## src/rtl/id_ex_ctrl.sv

```systemverilog
// ---------------------------------------------------------------------------
// id_ex_ctrl
//   Decode -> execute handshake controller. Detects load-use hazards against
//   the instruction held in ID/EX and inserts LOAD_LAT bubbles. Redirects
//   (flush) kill the ID/EX contents. Execute back-pressure (ex_ready=0)
//   freezes everything. Also keeps a saturating count of stalled decode
//   cycles.
//
// Parameters
//   LOAD_LAT  bubbles inserted per load-use hazard (1..7)
//   CNT_W     width of the stall performance counter
//
// Ports
//   clk, rst                      clock, async active-high reset
//   dec_valid                     decode holds a valid instruction
//   dec_srcReg1/2, dec_useRs1/2   decoded sources and their use flags
//   ex_memRead, ex_destReg        control/dest fields of the ID/EX register
//   ex_ready                      execute accepts ID/EX this cycle
//   flush                         kill decode and ID/EX contents
//   dec_ready                     decode instruction consumed (comb)
//   idex_en                       ID/EX load enable (comb)
//   idex_bubble                   zero ID/EX control fields on load (comb)
//   ex_valid                      ID/EX holds a real instruction (reg)
//   stall_cnt                     saturating stalled-decode counter (reg)
//   state                         FSM state: 00 RUN, 01 HAZ, 10 FLUSH (reg)
// ---------------------------------------------------------------------------
module id_ex_ctrl #(
  parameter int LOAD_LAT = 1,
  parameter int CNT_W    = 16
) (
  input  logic             clk,
  input  logic             rst,
  input  logic             dec_valid,
  input  logic [4:0]       dec_srcReg1,
  input  logic [4:0]       dec_srcReg2,
  input  logic             dec_useRs1,
  input  logic             dec_useRs2,
  input  logic             ex_memRead,
  input  logic [4:0]       ex_destReg,
  input  logic             ex_ready,
  input  logic             flush,
  output logic             dec_ready,
  output logic             idex_en,
  output logic             idex_bubble,
  output logic             ex_valid,
  output logic [CNT_W-1:0] stall_cnt,
  output logic [1:0]       state
);

  typedef enum logic [1:0] {
    S_RUN   = 2'b00,
    S_HAZ   = 2'b01,
    S_FLUSH = 2'b10
  } state_t;

  // Bubbles still owed after the first one, which is issued from RUN.
  localparam logic [2:0] LAT_M1 = 3'(LOAD_LAT - 1);

  state_t           r_state;
  state_t           w_state_nxt;
  logic [2:0]       r_hcnt;
  logic [2:0]       w_hcnt_nxt;
  logic             r_ex_valid;
  logic             w_ex_valid_nxt;
  logic [CNT_W-1:0] r_stall_cnt;
  logic             w_haz;
  logic             w_rs1_hit;
  logic             w_rs2_hit;
  logic             w_stall;

  // Only a real load in ID/EX can cause a hazard; x0 is never a dependency.
  assign w_rs1_hit = dec_useRs1 & (dec_srcReg1 == ex_destReg);
  assign w_rs2_hit = dec_useRs2 & (dec_srcReg2 == ex_destReg);
  assign w_haz     = dec_valid & r_ex_valid & ex_memRead &
                     (ex_destReg != 5'd0) & (w_rs1_hit | w_rs2_hit);

  always_comb begin
    w_state_nxt    = r_state;
    w_hcnt_nxt     = r_hcnt;
    w_ex_valid_nxt = r_ex_valid;
    dec_ready      = 1'b0;
    idex_en        = 1'b0;
    idex_bubble    = 1'b0;

    if (flush) begin
      idex_en        = 1'b1;
      idex_bubble    = 1'b1;
      w_ex_valid_nxt = 1'b0;
      w_state_nxt    = S_FLUSH;
      w_hcnt_nxt     = 3'd0;
    end else if (!ex_ready) begin
      // Execute is back-pressuring: hold everything, consume nothing.
    end else begin
      case (r_state)
        S_HAZ: begin
          idex_en        = 1'b1;
          idex_bubble    = 1'b1;
          w_ex_valid_nxt = 1'b0;
          // Counter value is the number of HAZ cycles left including this one.
          if (r_hcnt <= 3'd1) begin
            w_hcnt_nxt  = 3'd0;
            w_state_nxt = S_RUN;
          end else begin
            w_hcnt_nxt  = r_hcnt - 3'd1;
          end
        end
        S_FLUSH: begin
          idex_en        = 1'b1;
          idex_bubble    = 1'b1;
          w_ex_valid_nxt = 1'b0;
          w_hcnt_nxt     = 3'd0;
          w_state_nxt    = S_RUN;
        end
        default: begin
          idex_en = 1'b1;
          if (w_haz) begin
            idex_bubble    = 1'b1;
            w_ex_valid_nxt = 1'b0;
            if (LOAD_LAT > 1) begin
              w_state_nxt = S_HAZ;
              w_hcnt_nxt  = LAT_M1;
            end
          end else begin
            dec_ready      = dec_valid;
            w_ex_valid_nxt = dec_valid;
          end
        end
      endcase
    end
  end

  assign w_stall = dec_valid & ~dec_ready;

  always_ff @(posedge clk or posedge rst) begin
    if (rst) begin
      r_state    <= S_RUN;
      r_hcnt     <= 3'd0;
      r_ex_valid <= 1'b0;
    end else begin
      r_state    <= w_state_nxt;
      r_hcnt     <= w_hcnt_nxt;
      r_ex_valid <= w_ex_valid_nxt;
    end
  end

  // Saturating: once all-ones the counter sticks until reset.
  always_ff @(posedge clk or posedge rst) begin
    if (rst) begin
      r_stall_cnt <= '0;
    end else if (w_stall && !(&r_stall_cnt)) begin
      r_stall_cnt <= r_stall_cnt + 1'b1;
    end
  end

  assign ex_valid  = r_ex_valid;
  assign stall_cnt = r_stall_cnt;
  assign state     = r_state;

endmodule

```

## config.mk

```make
export PLATFORM = sky130hd
export DESIGN_NAME = id_ex_ctrl
export DESIGN_NICKNAME = d
export VERILOG_FILES = /design/src/rtl/id_ex_ctrl.sv
export SDC_FILE = /design/constraint.sdc
export NUM_CORES = 1
export LEC_CHECK = 0
export CORE_MARGIN = 4
export CORE_UTILIZATION = 38
export CTS_CLUSTER_SIZE = 8
export DETAILED_ROUTE_END_ITERATION = 7
export PLACE_DENSITY = 0.76
export REMOVE_ABC_BUFFERS = 1
export SLEW_MARGIN = 20
export SYNTH_ARGS = -nofsm -noshare
export SYNTH_HDL_FRONTEND = slang
export SYNTH_SLANG_ARGS = --single-unit
export TNS_END_PERCENT = 5
```

## constraint.sdc

```tcl
create_clock -name clk -period 2.7 [get_ports clk]
set_clock_uncertainty 0.15 [all_clocks]
set_input_delay 0.81 -clock clk [delete_from_list [all_inputs] [get_ports clk]]
set_output_delay 0.81 -clock clk [all_outputs]
set_load 0.02 [all_outputs]
```

==> impl_results.md <==
- Synth Instances: 107
- Max Clock Freq: 353 MHz
- Yosys cell types: 25
- Total Power: 923 uW
- Critical Path AT: 1.87 ns
- Final setup vio count: 2
- Synth Register Bits: 18
- Setup TNS: -0.243 ns
- CP bufs+invs: 2
- RD Place Congestion: 0.743
- Pint: 600 uW
- Seq pwr share: 42.5%
- Dpl cells: 182
- Synth-to-Final Area Change: 56.4%
- Worst Path Required: 1.74 ns
- Prevailing post-synth register cell: dfrtp_1
- Final Util: 64.6%
- CTS tree: built
- Top post-synthesis cells by count: dfrtp_1, xnor2_1, xor2_1
- Fin. Hold Viols: 0
- Drt wl/cell: 14.7 um
- Ys async rst share: 100%
- Mapped Area: 0.00106 mm^2
- Full die area: 0.00370 mm^2
- Combinational share of power: 40.1%
- Worst hold path class: register to register
- Final period util: 105%
- Remaining global-route overflow: 0
- Hold Slack: 0.352 ns
- RSZ-0062 raised after global routing: true
- Minimum clock period: 2.83 ns
- Non-filler cells, final: 187
- Status: finished, violations left
- Layout cells sized above 1: 29.3%
- I/O Buffers: 43
- Row count: 18
- Global-route wire length before repair: 4.40 mm
- # DRC: 0
- Die width: 60.8 um
- Ranking of synthesized cells by area: dfrtp_1, xnor2_1, xor2_1
- Antenna-violating nets left: 0
- Most frequent cell after synthesis: dfrtp_1
- Slowest Stage Delay on Critical Path: 0.36 ns
- Slew @ Worst Pin: 0.673 ns
- CP endpoint kind: output pin
- Root buf cell: clkbuf_4
- Leading area contributor after synthesis: dfrtp_1
- Sw Ratio: 35.0%
- Critical Path Slowest Stage Cell: a2111oi_4
- CP delay by family, top: compound AO/OA/AOI/OAI gates
- Max VDD drop: 0.552 mV
- Clock power share: 17.4%
- CTS Buf Count: 3
- Initial antenna violation count: 0
- Chip height: 60.8 um
- Via count: 964
- Overall global routing resource usage: 15.9%
- Post-synth EDFFs: 0
- CTS Buffer Depth: 2
- Worst setup margin: -0.131 ns
- Vias in the first global route: 999
- Post-DP HPWL: 2.06 mm
- H-tree Lvls: 1
- Worst slew margin relative to its limit: 55.1%
- Net Switching: 323 uW
- Crit path cell chain: buf_2 -> xnor2_1 -> nand4_1 -> o22ai_4 -> a2111oi_4 -> buf_4
- Number of diodes: 0
- # IOs: 45
- Clock latency on the worst-skew pair: 0.29 ns
- Mean Syn Cell Area: 9.90 um^2
- Core box area: 0.00257 mm^2
- Clock Sinks: 18
- Synth top area share: 42.5%
- Register clock-pin slew on the reported worst setup and hold paths: 0.10 ns
- DRT Wirelength: 2.74 mm
- DR iter-0 viols: 19
- YS warnings: 0
- NumNets Final: 182
- Starting density of the core: 41.3%
- Largest net degree at the start of global routing: 19
- Detailed Routing Iterations Pass 1: 4
- Max Transition Viols Final: 0
- Routed vias/inst: 5.16
- CP startpoint kind: input port
- Class of the most critical setup path: input port to output pin
- Lkg Pwr: 0.000763 uW
- Pwr dens: 557 mW/mm^2
- Max-Cap Viols: 0
- Max Fanout on Critical Path: 2
- Seq/Total Area, Yosys: 42.5%
- Failing checks: setup timing
[cell families (layout without fill, tap and decap cells)]
family / count (synthesis) / after routing / share of synthesized area, %
AOI/OAI and AO/OA: 8 / 8 / 8.85
xor gates and xnor gates: 25 / 25 / 20.7
adders and majority gates: 1 / 1 / 1.18
buffers and inverters: 10 / 60 / 4.72
DFF: 18 / 18 / 42.5
muxes: 1 / 1 / 1.06
other: 1 / 1 / 0.354
and+or+nand+nor: 43 / 43 / 20.7
[cell type report]
class                           count  area (um^2)
Tap cell                           30         37.5
Multi-Input combinational cell     79          643
Sequential cell                    18          450
Clock buffer                        4         36.3
Fill cell                         212          910
Timing Repair Buffer               50          468
Inverter                            6         22.5
[per-layer routing]
metal / up-vias / global-route usage [%] / wire (um)
li1: 463 / - / -
met1: 459 / 17.4 / 1070
met2: 40 / 29.5 / 1380
met3: 2 / 5.11 / 268
met4: 0 / 3.72 / 22
met5: - / 0 / 0
[power by group through the flow]
stage	combinational (uW)	clock, uW	sequential (uW)
after global placement	354	0	394
after detailed placement	361	0	396
after CTS	369	166	392
final	370	161	393
after floorplan	117	0	450
after global routing	402	179	405
[repair_timing]
action / CTS / global route
hold buffers: 0 / 0
setup endpoints to repair: 4 / 3
pin swaps: 18 / 5
cloned: 0 / 0
setup buffers: 1 / 0
resized for setup: 104 / 5
[path summary, 6_finish.rpt]
kind | startpoint | slack [ns] | cells after the start | end
hold / removal | stall_cnt[14]$_DFFE_PP0P_ | 0.35 | 1 | stall_cnt[14]$_DFFE_PP0P_
min in group asynchronous | rst | 0.76 | 2 | stall_cnt[7]$_DFFE_PP0P_
setup / recovery | dec_srcReg1[1] | -0.13 | 6 | dec_ready
hold reg to reg | stall_cnt[14]$_DFFE_PP0P_ | 0.35 | 1 | stall_cnt[14]$_DFFE_PP0P_
setup reg to reg | stall_cnt[0]$_DFFE_PP0P_ | 0.31 | 6 | stall_cnt[1]$_DFFE_PP0P_
max in group asynchronous | rst | 1.22 | 2 | stall_cnt[0]$_DFFE_PP0P_
[state kept, by name (all words and copies together), names as in the netlist]
| name | cells |
|---|---|
| state | 1 |
| ex_valid | 1 |
| stall_cnt | 16 |
[layout by cell type, fill, tap and decap left out, types with 2 or more instances in the layout]
master / synthesis / final
dfrtp_1: 18 / 18
dlygate4sd2_1: 0 / 6
nor2_2: 0 / 2
xor2_1: 12 / 12
xnor2_2: 0 / 5
buf_2: 1 / 5
buf_4: 3 / 9
buf_6: 0 / 9
clkbuf_4: 0 / 3
inv_1: 6 / 6
nand3_1: 5 / 5
nand4_1: 6 / 6
a21o_1: 2 / 2
clkdlybuf4s50_1: 0 / 19
nor3_1: 8 / 7
a21oi_2: 0 / 2
nor4_1: 5 / 5
nand2_1: 9 / 8
xnor2_1: 13 / 7
nor2_1: 6 / 4
[stage by stage]
step	instance area, um^2	setup slack [ns]
after CTS	1630	-0.188
after global placement	1550	-0.984
after floorplan	1030	-0.225
after detailed placement	1550	-1.04
after global routing	1660	-0.217
final	1660	-0.131
(Power assumes the default switching activity.)
